--- src/rtl/shift_seq_pkg.sv ---
// shift_seq_pkg: shared FSM state type and shift-mode encodings for the shift sequencer
package shift_seq_pkg;

   typedef enum logic [1:0] {
      IDLE = 2'd0,
      RUN  = 2'd1,
      DONE = 2'd2
   } state_t;

   localparam logic MODE_LOGICAL = 1'b0;
   localparam logic MODE_ARITH   = 1'b1;

endpackage

--- src/rtl/shift_seq.sv ---
// shift_seq: splits long right shifts into passes of at most WIDTH-1 bits through an external shifter
// Optional macro SHIFT_SEQ_SAT_EN: amounts >= WIDTH finish immediately with the saturated fill value.
module shift_seq
   import shift_seq_pkg::*;
#(
   parameter int WIDTH = 8,
   parameter int AMT_W = 8
)
(
   input  logic                     clk,
   input  logic                     rst_n,
   input  logic                     in_valid,
   output logic                     in_ready,
   input  logic [WIDTH-1:0]         in_data,
   input  logic [AMT_W-1:0]         in_shamt,
   input  logic                     in_mode,
   output logic [WIDTH-1:0]         sh_data,
   output logic [$clog2(WIDTH)-1:0] sh_shift,
   output logic                     sh_mode,
   input  logic [WIDTH-1:0]         sh_result,
   output logic                     out_valid,
   input  logic                     out_ready,
   output logic [WIDTH-1:0]         out_data
);

   localparam int SW       = $clog2(WIDTH);
   localparam int MAX_STEP = WIDTH - 1;

   state_t           state, nxt;
   logic [WIDTH-1:0] acc;
   logic [AMT_W-1:0] rem;
   logic             mode_q;
   logic [SW-1:0]    step;
   logic             accept;
   logic             last;
   logic             sat;
   logic [WIDTH-1:0] load;

   // Largest pass the shifter can take this cycle, and whether it finishes the op
   always_comb begin
      step = (32'(rem) > 32'(MAX_STEP)) ? SW'(MAX_STEP) : SW'(rem);
      last = 32'(rem) == 32'(step);
   end

   // Handshakes and shifter drive; shift amount is forced to zero outside RUN
   always_comb begin
      in_ready  = rst_n && (state == IDLE);
      accept    = in_valid && in_ready;
      out_valid = state == DONE;
      out_data  = acc;
      sh_data   = acc;
      sh_mode   = mode_q;
      sh_shift  = (state == RUN) ? step : '0;
   end

   // Saturating shortcut decides what gets loaded on accept
   always_comb begin
`ifdef SHIFT_SEQ_SAT_EN
      sat = 32'(in_shamt) >= 32'(WIDTH);
`else
      sat = 1'b0;
`endif
      load = sat ? ((in_mode == MODE_ARITH) ? {WIDTH{in_data[WIDTH-1]}} : '0) : in_data;
   end

   // Next-state: zero or saturated amounts skip RUN entirely
   always_comb begin
      nxt = state;
      if (state == IDLE && in_valid)
         nxt = (sat || in_shamt == '0) ? DONE : RUN;
      else if (state == RUN && last)
         nxt = DONE;
      else if (state == DONE && out_ready)
         nxt = IDLE;
   end

   // State, accumulator and remaining-amount registers
   always_ff @(posedge clk) begin
      if (!rst_n) begin
         state  <= IDLE;
         acc    <= '0;
         rem    <= '0;
         mode_q <= MODE_LOGICAL;
      end else begin
         state <= nxt;
         if (accept) begin
            acc    <= load;
            rem    <= in_shamt;
            mode_q <= in_mode;
         end else if (state == RUN) begin
            acc <= sh_result;
            rem <= rem - AMT_W'(step);
         end
      end
   end

endmodule

--- config.mk ---
export PLATFORM = sky130hd
export DESIGN_NAME = shift_seq
export DESIGN_NICKNAME = d
export VERILOG_FILES = /design/src/rtl/shift_seq_pkg.sv /design/src/rtl/shift_seq.sv
export SDC_FILE = /design/constraint.sdc
export NUM_CORES = 1
export LEC_CHECK = 0
export BUFFER_PORTS_ARGS = -buffer_cell sky130_fd_sc_hd__buf_4
export CAP_MARGIN = 20
export CELL_PAD_IN_SITES_DETAIL_PLACEMENT = 1
export CELL_PAD_IN_SITES_GLOBAL_PLACEMENT = 1
export CORE_ASPECT_RATIO = 1.75
export CORE_MARGIN = 2
export CORE_UTILIZATION = 34
export CTS_CLUSTER_DIAMETER = 150
export CTS_CLUSTER_SIZE = 40
export DETAILED_ROUTE_END_ITERATION = 8
export GPL_ROUTABILITY_DRIVEN = 0
export PLACE_DENSITY_LB_ADDON = 0.1
export SYNTH_ARGS = -nofsm -noshare
export SYNTH_HDL_FRONTEND = slang
export SYNTH_SLANG_ARGS = --single-unit
--- constraint.sdc ---
create_clock -name clk -period 6.3 [get_ports clk]
set_clock_uncertainty 0.15 [all_clocks]
set_input_delay 0.315 -clock clk [delete_from_list [all_inputs] [get_ports clk]]
set_output_delay 0.315 -clock clk [all_outputs]
set_load 0.05 [all_outputs]
==> results.md <==
| Quantity | Value | Unit |
| --- | --- | --- |
| Number of vias in the routed layout | 1159 | - |
| Post-route minimum period | 2370 | ps |
| Internal power summed over all cells | 0.309 | mW |
| Remaining Overflow, GRT | 0 | - |
| Hpwl dp | 2600 | um |
| Clk sink count | 19 | - |
| Critical setup path kind | flop to flop | - |
| Clk Latency, worst-skew pair | 250 | ps |
| Switching Power | 0.284 | mW |
| Unique masters post-synth | 43 | - |
| Number of synthesized register bits | 19 | - |
| Worst Path Max Fanout | 7 | - |
| Setup repair after global routing missed its margin | no | - |
| Total nets after synthesis | 168 | - |
| Number of nets at the end of the flow | 208 | - |
| Endpoint type of the worst setup path | flop | - |
| Global-route wire length before repair | 5490 | um |
| Post-Syn Area | 0.00109 | sq mm |
| Worst voltage drop across the vdd grid | 232 | uV |
| Sequence of cells on the critical path | nor3_1 > nand2_1 > nand2b_1 > ha_1 > inv_1 > or4_1 > a31oi_1 | - |
| Result of the run | complete, no violations | - |
| Ratio of cells with drive above 1 in the final layout | 35.0 | % |
| Switching share of total power | 47.9 | % |
| Max Buffers Root-to-Sink | 2 | - |
| Number of buffers inserted to repair setup after CTS | 0 | - |
| Number of diodes | 0 | - |
| CTS tree | yes | - |
| CP Launch Type | flop | - |
| Number of DRC violations after detailed-routing iteration 0 | 19 | - |
| Delay of the slowest cell on the worst path | 500 | ps |
| Count of maximum capacitance violations | 0 | - |
| Final number of setup-violating endpoints | 0 | - |
| Die span in y | 79.1 | um |
| Slowest CP cell | or4_1 | - |
| Horiz. Die Dim | 46.9 | um |
| Clock network power share | 14.4 | % |
| Hold WS | 158 | ps |
| Starting Density | 35.2 | % |
| Drt wl/cell | 15.4 | um |
| IO Port Bufs | 50 | - |
| Final Hold Viols | 0 | - |
| Combined buffer and inverter count along the critical path | 1 | - |
| Count of TritonRoute iterations in the first routing pass | 4 | - |
| Routed vias/inst | 5.27 | - |
| Family with the most delay on the worst path | simple AND/OR/NAND/NOR gates | - |
| Number of warnings reported in the yosys synthesis log | 0 | - |
| Portion of the clock cycle consumed by the worst path in the final layout | 37.6 | % |
| # DRC | 0 | - |
| Worst hold path type | input pin to flop | - |
| Part of the power in registers | 29.9 | % |
| Cell count after synthesis | 138 | - |
| Quantity of hold-fixing buffers added after cts | 0 | - |
| Clock Tree Root | clkbuf_8 | - |
| Remaining antenna violation count | 0 | - |
| Die Outline Area | 0.00371 | sq mm |
| Core Rows | 27 | - |
| Logic gate share of total power | 55.7 | % |
| Avg Synthesized Cell Area | 7.93 | sq um |
| Aggregate routed wire length | 3390 | um |
| Arrival time at the worst endpoint | 2400 | ps |
| Number of global-route vias before repair | 1185 | - |
| Sequential fraction of the synthesis area | 34.7 | % |
| Boundary Pins | 51 | - |
| Cts bufs inserted | 3 | - |
| Required time of the worst setup path | 6320 | ps |
| Layout area overhead | 35.1 | % |
| Resized Gates After CTS | 0 | - |
| Overall track demand over capacity in global routing | 20.1 | % |
| Rel. slew slack | 59.9 | % |
| Final count of pins violating max slew | 0 | - |
| Core region area | 0.00311 | sq mm |
| Fmax | 0.422 | GHz |
| Slew at the pin with the worst max-slew slack | 601 | ps |
| Antenna violations before repair | 0 | - |
| Number of H-tree levels | 1 | - |
| Static Leakage | 0.640 | nW |
| Final sum of negative setup slack | 0 | ps |
| CTS clock-pin slew for the worst setup and hold paths | 70 | ps |
| Cell area power density | 401 | mW/mm^2 |
| Maximum number of pins on one net before global-route repair | 17 | - |
==> power by group through the flow <==
stage | logic [mW] | registers (mW) | clock network [mW]
3_3_place_gp | 0.323 | 0.178 | 0
6_report | 0.330 | 0.177 | 0.0852
2_1_floorplan | 0.220 | 0.203 | 0
5_1_grt | 0.361 | 0.182 | 0.0934
3_5_place_dp | 0.332 | 0.179 | 0
4_1_cts | 0.333 | 0.177 | 0.0899
==> worst reg2reg max path, stage by stage (launching register included) <==
cell and delay [ps]:
dfxtp_1 370, nor3_1 370, nand2_1 250, nand2b_1 140
ha_1 240, inv_1 90, or4_1 500, a31oi_1 180
==> Yosys cell counts (all sizes together) <==
cell	n	share of area (%)
dfxtp	19	35
nand2	18	6.2
nor2	17	5.8
buf	12	7.5
a21oi	10	4.9
a311oi	6	4.8
a22oi	5	3.9
inv	5	1.7
clkbuf	4	1.4
nor3	4	1.8
a31oi	3	1.7
nand2b	3	1.7
nand3	3	1.4
nor4	2	1.1
o21a	2	1.4
or3	2	1.3
a211oi	1	1.1
a22o	1	0.80
a2bb2oi	1	0.80
a32o	1	0.91
and2	1	0.80
and2b	1	0.80
and4bb	1	1.1
ha	1	1.1
mux2i	1	0.91
nand3b	1	0.69
nand4b	1	0.80
nor2b	1	0.57
o2111ai	1	0.80
o211ai	1	0.69
o21ai	1	0.46
o21bai	1	0.69
o22ai	1	0.57
o311ai	1	0.80
o31ai	1	0.69
or2b	1	0.69
or3b	1	0.80
or4	1	0.69
or4b	1	1.3
==> cells by family (layout without fill, tap and decap cells) <==
family,count (synthesis),after routing,synth area share (%)
AO/OA/AOI/OAI,37,37,25.0
adder cells (fa/ha/maj),1,1,1.14
buffers and inverters,21,60,10.6
flip-flops,19,19,34.7
multiplexers,1,1,0.914
AND/OR/NAND/NOR,59,59,27.5
==> registers in the layout, indices dropped and copies added (netlist names) <==
signal,cells
out_data,8
rem,8
sh_mode,1
state,2
==> path summary, 6_finish.rpt <==
path              slack, ps                startpoint                       end  cells after the start
hold reg to reg         330  out_data[1]$_SDFFE_PN0P_  out_data[1]$_SDFFE_PN0P_                      2
hold / removal          160                   in_mode      sh_mode$_SDFFE_PN0P_                      3
setup / recovery       3930       rem[3]$_SDFFE_PN0P_       rem[2]$_SDFFE_PN0P_                      7
setup reg to reg       3930       rem[3]$_SDFFE_PN0P_       rem[2]$_SDFFE_PN0P_                      7
==> per-stage QoR <==
stage	cell area [sq um]	power [mW]	setup WS [ps]	cells	util, %
4_1_cts	1480	0.599	3930	220	47.6
3_3_place_gp	1430	0.501	4140	216	46.1
6_report	1480	0.592	3930	220	47.6
3_5_place_dp	1430	0.511	3960	216	46.1
2_1_floorplan	1090	0.423	4120	138	-
5_1_grt	1480	0.636	3720	220	47.6
==> cells in the final DEF, fill, tap and decap left out, drive strengths merged, types with 2 or more instances in the layout <==
cell     n
a311oi   6
dfxtp   19
o21a     2
or3      2
clkbuf   4
nor2    17
inv      5
nand2b   3
nand2   18
a21oi   10
nand3    3
nor4     2
buf     51
nor3     4
a22oi    5
a31oi    3
==> layout make-up <==
| class | count | area [sq um] |
|---|---|---|
| fillers | 412 | 1630 |
| multi-input cells | 98 | 598 |
| repair buffers | 51 | 383 |
| flip-flops and latches | 19 | 380 |
| well taps | 43 | 53.8 |
| clock buffers | 4 | 45.0 |
| inverters | 5 | 18.8 |
==> metal layers <==
layer	vias to the layer above	track usage [%]	share of wire (%)	wire (um)
li1	568	-	-	-
met1	541	22.2	38	1300
met2	40	34.9	54	1830
met3	10	2.27	4.5	152
met4	0	10.8	3.3	113
met5	-	0	0	0
Note: power is estimated with default switching activity, not from simulation.
